`src/rtl/requant_pack.sv`:
```
// requant_pack: int32 accumulator -> int8 requantizer and 4-lane packer.
//
// Sits directly downstream of piped_mac. Each 32-bit signed accumulator is
// scaled by an unsigned multiplier, then arithmetically right-shifted with
// round-half-up. The zero point is added and the result is saturated to int8.
// Four results are packed per 32-bit output word; lane 0 is the first result.
// TLAST on the input flushes a partial word, and the unfilled lanes of that
// word are zero with a cleared TKEEP bit.
//
// Optional build macro: REQUANT_RELU_EN. When it is defined, the saturated
// result is clamped from below at CFG_ZP, which is a fused ReLU in the
// quantized domain.
//
// Ports:
//   ACLK, ARESETN        clock, asynchronous active-low reset
//   SD_AXIS_*            slave stream of signed 32-bit accumulators
//   CFG_MULT/SHIFT/ZP    quasi-static scale, shift (0..31), signed zero point
//   MO_AXIS_*            master stream of packed int8 words with TKEEP/TLAST
//
// Pipeline: stage 1 multiply, stage 2 round/zero-point/saturate, stage 3 pack.
// A single global enable stalls every stage while an output word is held.
module requant_pack #(
  parameter int MULT_W = 16,
  parameter int LANES  = 4
) (
  input  logic              ACLK,
  input  logic              ARESETN,
  input  logic [31:0]       SD_AXIS_TDATA,
  input  logic              SD_AXIS_TVALID,
  input  logic              SD_AXIS_TLAST,
  output logic              SD_AXIS_TREADY,
  input  logic [MULT_W-1:0] CFG_MULT,
  input  logic [4:0]        CFG_SHIFT,
  input  logic [7:0]        CFG_ZP,
  output logic [31:0]       MO_AXIS_TDATA,
  output logic [3:0]        MO_AXIS_TKEEP,
  output logic              MO_AXIS_TLAST,
  output logic              MO_AXIS_TVALID,
  input  logic              MO_AXIS_TREADY
);

  localparam logic [1:0] LAST_LANE = 2'(LANES - 1);

  function automatic logic signed [48:0] round_shift(input logic signed [47:0] p,
                                                     input logic [4:0] sh);
    logic signed [48:0] x;
    x = {p[47], p};
    // One guard bit above the product so that adding the half-LSB cannot wrap.
    if (sh != 5'd0) x = (x + (49'sd1 <<< (sh - 5'd1))) >>> sh;
    return x;
  endfunction

  function automatic logic signed [7:0] sat8(input logic signed [48:0] v);
    if (v > 49'sd127)       return 8'sh7F;
    else if (v < -49'sd128) return 8'sh80;
    else                    return v[7:0];
  endfunction

  logic en;
  logic in_xfer;

  // A held output word is the only thing that ever stalls the pipeline.
  assign en             = !(MO_AXIS_TVALID && !MO_AXIS_TREADY);
  assign SD_AXIS_TREADY = en;
  assign in_xfer        = SD_AXIS_TVALID && en;

  // ---- stage 1: scale multiply ----
  logic signed [47:0] acc_ext, mult_ext;
  logic               vld_p1_q, vld_p1_d, last_p1_q, last_p1_d;
  logic signed [47:0] prod_p1_q, prod_p1_d;

  assign acc_ext  = {{16{SD_AXIS_TDATA[31]}}, SD_AXIS_TDATA};
  assign mult_ext = {{(48-MULT_W){1'b0}}, CFG_MULT};

  always_comb begin
    vld_p1_d  = vld_p1_q;
    last_p1_d = last_p1_q;
    prod_p1_d = prod_p1_q;
    if (en) begin
      vld_p1_d  = in_xfer;
      last_p1_d = in_xfer && SD_AXIS_TLAST;
      if (in_xfer) prod_p1_d = acc_ext * mult_ext;
    end
  end

  // ---- stage 2: round, zero point, saturate ----
  logic signed [48:0] rs_p2, v_p2;
  logic signed [7:0]  qs_p2;
  logic               vld_p2_q, vld_p2_d, last_p2_q, last_p2_d;
  logic signed [7:0]  q_p2_q, q_p2_d;

  always_comb begin
    rs_p2 = round_shift(prod_p1_q, CFG_SHIFT);
    v_p2  = rs_p2 + {{41{CFG_ZP[7]}}, CFG_ZP};
    qs_p2 = sat8(v_p2);
`ifdef REQUANT_RELU_EN
    if (qs_p2 < $signed(CFG_ZP)) qs_p2 = $signed(CFG_ZP);
`else
`endif
    vld_p2_d  = vld_p2_q;
    last_p2_d = last_p2_q;
    q_p2_d    = q_p2_q;
    if (en) begin
      vld_p2_d  = vld_p1_q;
      last_p2_d = vld_p1_q && last_p1_q;
      if (vld_p1_q) q_p2_d = qs_p2;
    end
  end

  // ---- stage 3: lane packer and output register ----
  logic [1:0]  cnt_q, cnt_d;
  logic [31:0] lane_q, lane_d;
  logic [3:0]  keep_q, keep_d;
  logic [31:0] tdata_q, tdata_d;
  logic [3:0]  tkeep_q, tkeep_d;
  logic        tlast_q, tlast_d, tvalid_q, tvalid_d;
  logic [31:0] word;
  logic [3:0]  keep_w;

  always_comb begin
    word                     = lane_q;
    word[{cnt_q, 3'b000} +: 8] = q_p2_q;
    keep_w                   = keep_q;
    keep_w[cnt_q]            = 1'b1;

    cnt_d    = cnt_q;
    lane_d   = lane_q;
    keep_d   = keep_q;
    tdata_d  = tdata_q;
    tkeep_d  = tkeep_q;
    tlast_d  = tlast_q;
    tvalid_d = tvalid_q;
    if (en) begin
      // en implies any presented word is being accepted this cycle.
      tvalid_d = 1'b0;
      if (vld_p2_q) begin
        if (cnt_q == LAST_LANE || last_p2_q) begin
          tdata_d  = word;
          tkeep_d  = keep_w;
          tlast_d  = last_p2_q;
          tvalid_d = 1'b1;
          cnt_d    = 2'd0;
          lane_d   = 32'd0;
          keep_d   = 4'd0;
        end else begin
          lane_d = word;
          keep_d = keep_w;
          cnt_d  = cnt_q + 2'd1;
        end
      end
    end
  end

  always_ff @(posedge ACLK or negedge ARESETN) begin
    if (!ARESETN) begin
      vld_p1_q  <= 1'b0;
      last_p1_q <= 1'b0;
      vld_p2_q  <= 1'b0;
      last_p2_q <= 1'b0;
      cnt_q     <= 2'd0;
      lane_q    <= 32'd0;
      keep_q    <= 4'd0;
      tdata_q   <= 32'd0;
      tkeep_q   <= 4'd0;
      tlast_q   <= 1'b0;
      tvalid_q  <= 1'b0;
    end else begin
      vld_p1_q  <= vld_p1_d;
      last_p1_q <= last_p1_d;
      vld_p2_q  <= vld_p2_d;
      last_p2_q <= last_p2_d;
      cnt_q     <= cnt_d;
      lane_q    <= lane_d;
      keep_q    <= keep_d;
      tdata_q   <= tdata_d;
      tkeep_q   <= tkeep_d;
      tlast_q   <= tlast_d;
      tvalid_q  <= tvalid_d;
    end
  end

  always_ff @(posedge ACLK) begin
    prod_p1_q <= prod_p1_d;
    q_p2_q    <= q_p2_d;
  end

  assign MO_AXIS_TDATA  = tdata_q;
  assign MO_AXIS_TKEEP  = tkeep_q;
  assign MO_AXIS_TLAST  = tlast_q;
  assign MO_AXIS_TVALID = tvalid_q;

endmodule

```
`config.mk`:
```
export PLATFORM = sky130hd
export DESIGN_NAME = requant_pack
export DESIGN_NICKNAME = d
export VERILOG_FILES = /design/src/rtl/requant_pack.sv
export SDC_FILE = /design/constraint.sdc
export NUM_CORES = 2
export LEC_CHECK = 0
export CORE_MARGIN = 4
export CORE_UTILIZATION = 60
export DETAILED_ROUTE_END_ITERATION = 8
export GPL_TIMING_DRIVEN = 0
export PLACE_DENSITY = 0.79
export SYNTH_ARGS = -nofsm -noshare
export SYNTH_HDL_FRONTEND = slang
export SYNTH_SLANG_ARGS = --single-unit
```
`constraint.sdc`:
```
create_clock -name ACLK -period 15.3 [get_ports ACLK]
set_input_delay 2.295 -clock ACLK [delete_from_list [all_inputs] [get_ports ACLK]]
set_output_delay 2.295 -clock ACLK [all_outputs]
set_load 0.005 [all_outputs]
```
Yosys cells after proc, flatten, opt, wreduce, memory -nomap -nowiden
Cells that the tools add are included.
{"block": "classes", "eq_ne": 1, "addsub": 5, "magnitude_cmp": 4, "shift": 4, "mux": 10, "n_mul": 1, "n_reduce_logical": 13, "bitwise": 2}
{"op": "$add 48x49->49", "n": 1}
{"op": "$add 49x49->49", "n": 1}
{"op": "$gt 49x8->1 const B", "n": 1}
{"op": "$lt 49x8->1 const B", "n": 1}
{"op": "$mux 49", "n": 1}
{"op": "$sshl 2x5->49 const A", "n": 1}
{"op": "$sshr 49x5->49", "n": 1}
{"op": "$mul 32x17->48", "n": 1}
{"op": "$bwmux 32", "n": 1}
{"op": "$mux 32", "n": 1}
{"op": "$shift 8x7->32 const A", "n": 1}
{"op": "$shiftx 8x7->32", "n": 1}
{"op": "$mux 8", "n": 1}
{"op": "$neg 5->7", "n": 1}
{"op": "$reduce_and 2->1", "n": 3}
{"op": "$logic_and 1x1->1", "n": 5}
{"op": "$reduce_bool 5->1", "n": 1}
{"op": "$sub 5x1->5 const B", "n": 1}
{"op": "$mux 4", "n": 1}
{"op": "$or 4x4->4", "n": 1}
{"op": "$lt 2x3->1 const B", "n": 1}
{"op": "$mux 1", "n": 3}
{"op": "$reduce_and 3->1", "n": 1}
{"op": "$add 2x1->2 const B", "n": 1}
{"op": "other kinds (7)", "n": 8}
{"block": "word_totals", "output_inout_bits": 39, "reg_bits": 136, "inputBits": 66, "wordCells": 53}

Longest topological paths before layout
{"block": "logic_depth", "ltp_word": 8, "depth_mapped": 36, "mapped_depth_nobuf": 31}

Least setup slack after synthesis
No wires, ideal clock.
{"block": "synth_path", "kind": "input -> register", "startpoint": "input port CFG_SHIFT[1]", "endpoint": "register q_p2_q[2] (data pin)", "cell_stages": 33, "path_slack_ns": 5.257, "arrival_ns": 9.880, "t_required_ns": 15.137, "path_cell_list": "clkbuf_1 > clkbuf_1 > buf_1 > buf_1 > nand2_1 > nor3_1 > ha_1 > a211oi_1 > o21bai_1 > o21ai_2 > a211oi_2 > o2111ai_1 > buf_4 > a21oi_1 > xor2_1 > a221oi_1 > a21oi_1 > mux2_2 > mux2_2 > ha_1 > or2_2 > a21o_1 > o41a_1 > buf_6 > a31o_4 > a31o_4 > a2111oi_4 > nor3_2 > or2_0 > o41ai_2 > xnor2_1 > clkinv_1 > o221ai_1"}
{"block": "synth_via", "elab_chain_cells": 8, "elab_cells_between_ends": 10}
{"item": "start: declaration", "line": "33", "text": "input logic [4:0] CFG_SHIFT,"}
{"item": "$sub 5x1->5", "line": "49", "text": "if (sh != 5'd0) x = (x + (49'sd1 <<< (sh - 5'd1))) >>> sh;"}
{"item": "$sshl 2x5->49", "line": "49"}
{"item": "$add 48x49->49", "line": "49"}
{"item": "$sshr 49x5->49", "line": "49"}
{"item": "$mux 49 (*)", "line": "49"}
{"item": "$add 49x49->49 (*)", "line": "94", "text": "v_p2 = rs_p2 + {{41{CFG_ZP[7]}}, CFG_ZP};"}
{"item": "$lt 49x8->1", "line": "55", "text": "else if (v < -49'sd128) return 8'sh80;"}
{"item": "$mux 8", "line": "55"}
{"item": "end signal: assignment", "line": "184", "text": "q_p2_q <= q_p2_d;"}
{"item": "end: declaration", "line": "90", "text": "logic signed [7:0] q_p2_q, q_p2_d;"}
Every way passes the cells marked *; elsewhere a longest branch is shown, timed or not.
A chain may end at the register's enable or synchronous reset.

Worst setup path after layout
{"block": "layout_path", "startpoint": "input port CFG_SHIFT[0]", "endpoint": "register q_p2_q[5] (data pin)"}
Same word-level chain as after synthesis.

==> metrics <==
H-tree depth=4; Die Y=239.0 um; port bufs=102; CP max stage delay=760 ps; Final Hold Vio Count=0; number of setup buffers added after CTS=0; RSZ-0062 raised after global routing=false; nets=4,656; outcome=completed; Post-synth EDFFs=56; vias in the first global route=28,740; Slowest-stage cell, CP=a2111oi_0; post-synth net total=4,533; fin. max-slew vios=0; GRT overflow=0; WP data required=15,450 ps; via count=28,430; Hold Path Sink=MO_AXIS_TKEEP[2]; Netlist cell types=99; Site Rows=84; DRC=0; Min Clock Period, post-route=13,460 ps; CP Launch Type=input pin; FF-to-FF Start=prod_p1_q[0]; Root Buffer=clkbuf_16; routability cong.=1.045; CTS Sinks=136; DR pass1 iterations=7; CTS tree=yes; FF-to-FF End=q_p2_q[5]; Min-Delay Path Depth=2; DP HPWL=86,300 um; cts hold-fix bufs=0; DR WL/cell=22.40 um; Ports=105; maximum clock rate=74.30 MHz; first-pass GRT wire length=162,400 um; HP Class=reg2reg; DIE AREA=57,130 um^2; cells after synthesis=3,778; syn_area_per_cell=8.475 um^2; Routed Antenna Nets=0; clock buffer depth=2; Clock Skew=11.94 ps; Clk pin slew, worst setup/hold paths=70 ps; top_reg_cell synth=dfrtp_1; CTS Buf Count=17; ratio of cells with drive above 1 in the final layout=3.270%; worst skew pair latency=450 ps; fin crit share=87.97%; final core occ=65.62%; Reg2Reg Depth=27; crit-path max FO=10; Yosys top cell by area=fa_1; Hold Startpoint=MO_AXIS_TKEEP[2]; Synth Cell Area=32,020 um^2; CTS resizes=0; R2R setup slack=6390 ps; dominant cell by count in the synthesized netlist=inv_1; Final setup viols=0; WS Path Type=in2reg; cell mode on critical path=a211oi_1; Tightest Pin Transition=1131 ps; FF+latch count, synth=136; GRT Util Overall=36.39%; Die Span X=239.0 um; Setup crit end kind=flop; Initial Utilization=60.81%; Via density=6.178; crit path DAT=13,610 ps; n_diodes=0; Max-Cap Viols=0; area grow syn2layout=7.913%; Syn. warnings=0; top cell type's share of synthesized area=30.39%; largest net degree at the start of global routing=44; Slew headroom=24.34%; post-synthesis sequential area ratio=11.50%; Synth async-reset ratio=58.82%; Total Neg Setup Slack=0 ps; Routed WL=103,100 um; core area=52,660 um^2; Initial DRC Count=2,588; most frequent cells after synthesis=567 x inv_1, 506 x nand2_1, 486 x fa_1, 240 x nor2_1, 215 x and2_1; antenna violations before repair=3; Synth area leaders=fa_1 30%, ha_1 7.9%, inv_1 6.6%, dfrtp_1 6.3%, nand2_1 5.9%
## worst max path at each step
stage / to / slack (ps) / from
finish: q_p2_q[5] / 1840 / CFG_SHIFT[0]
detailed placement: q_p2_q[5] / 1730 / CFG_SHIFT[0]
floorplan: q_p2_q[2] / 5260 / CFG_SHIFT[1]
CTS: q_p2_q[5] / 2160 / CFG_SHIFT[0]
global route: q_p2_q[5] / 1370 / CFG_SHIFT[0]
global placement: q_p2_q[5] / 1680 / CFG_SHIFT[0]
## metrics by stage
step | cell area (um^2) | worst slack [ps] | hold WS [ps] | cells
final | 34550 | 1840 | 472.5 | 4602
after global routing | 34550 | 1371 | 497.7 | 4602
after CTS | 34540 | 2164 | 476.7 | 4602
after floorplan | 32020 | 5257 | 454.3 | 3778
after global placement | 33900 | 1684 | 455.3 | 4568
after detailed placement | 33940 | 1733 | 460.5 | 4570
## layout make-up
type | count | area [um^2]
clock buffer | 17 | 425.4
multi-input combinational | 2869 | 25430
tap | 688 | 860.8
fill | 4454 | 18100
buffer | 200 | 775.7
clock inverter | 15 | 173.9
timing repair buffer | 104 | 1054
sequential | 136 | 3684
inverter | 573 | 2151
## cells in the final DEF (no fill, tap or decap), types with 17 or more instances in the layout
cell and n:
a22o_1 32, nor2_1 240, edfxtp_1 56, nor3_1 34
xor2_1 46, a31oi_1 34, clkbuf_16 17, and3_1 20
o21a_1 19, clkbuf_1 164, a21oi_1 188, dfrtp_1 80
nand4_1 32, a221oi_1 44, mux2i_1 60, xnor2_1 86
ha_1 203, o31ai_1 19, nand3_1 54, inv_1 567
mux2_2 26, nand2_1 506, and2_1 214, buf_1 25
nand2b_1 17, clkdlybuf4s50_1 100, a211oi_1 31, fa_1 486
o211ai_1 17, a21o_1 81, o21ai_0 99
## logic make-up after synthesis
logic type / share of synthesized area, %
AOI/OAI and AO/OA: 16.12
xor gates and xnor gates: 3.697
adders and majority gates: 38.32
buffers and inverters: 9.140
DFF: 11.50
muxes: 3.564
and+or+nand+nor: 17.66
## routing by layer
layer	part of all wire [%]	global-route usage, %
met1	39	47.16
met2	46	59.52
met3	8.8	6.818
met4	6.0	17.17
met5	0.030	0
## flip-flops by register name (all words and copies together), names as in the netlist
register        count
vld_p1_q            1
vld_p2_q            1
MO_AXIS_TDATA      32
MO_AXIS_TKEEP       4
keep_q              4
MO_AXIS_TLAST       1
cnt_q               2
prod_p1_q          48
MO_AXIS_TVALID      1
lane_q             32
last_p1_q           1
q_p2_q              8
last_p2_q           1
## critical path, delay by kind of cell
family          cells  cell delay, ps
simple gates        8            1740
fa+ha+maj           2             860
xor+xnor            1             180
mux                 2             700
buf+inv             5            3040
compound gates     13            4760
Power is left out: the tool's default activity adds up to more than one toggle a clock period on the data nets, which glitch-free logic cannot reach.
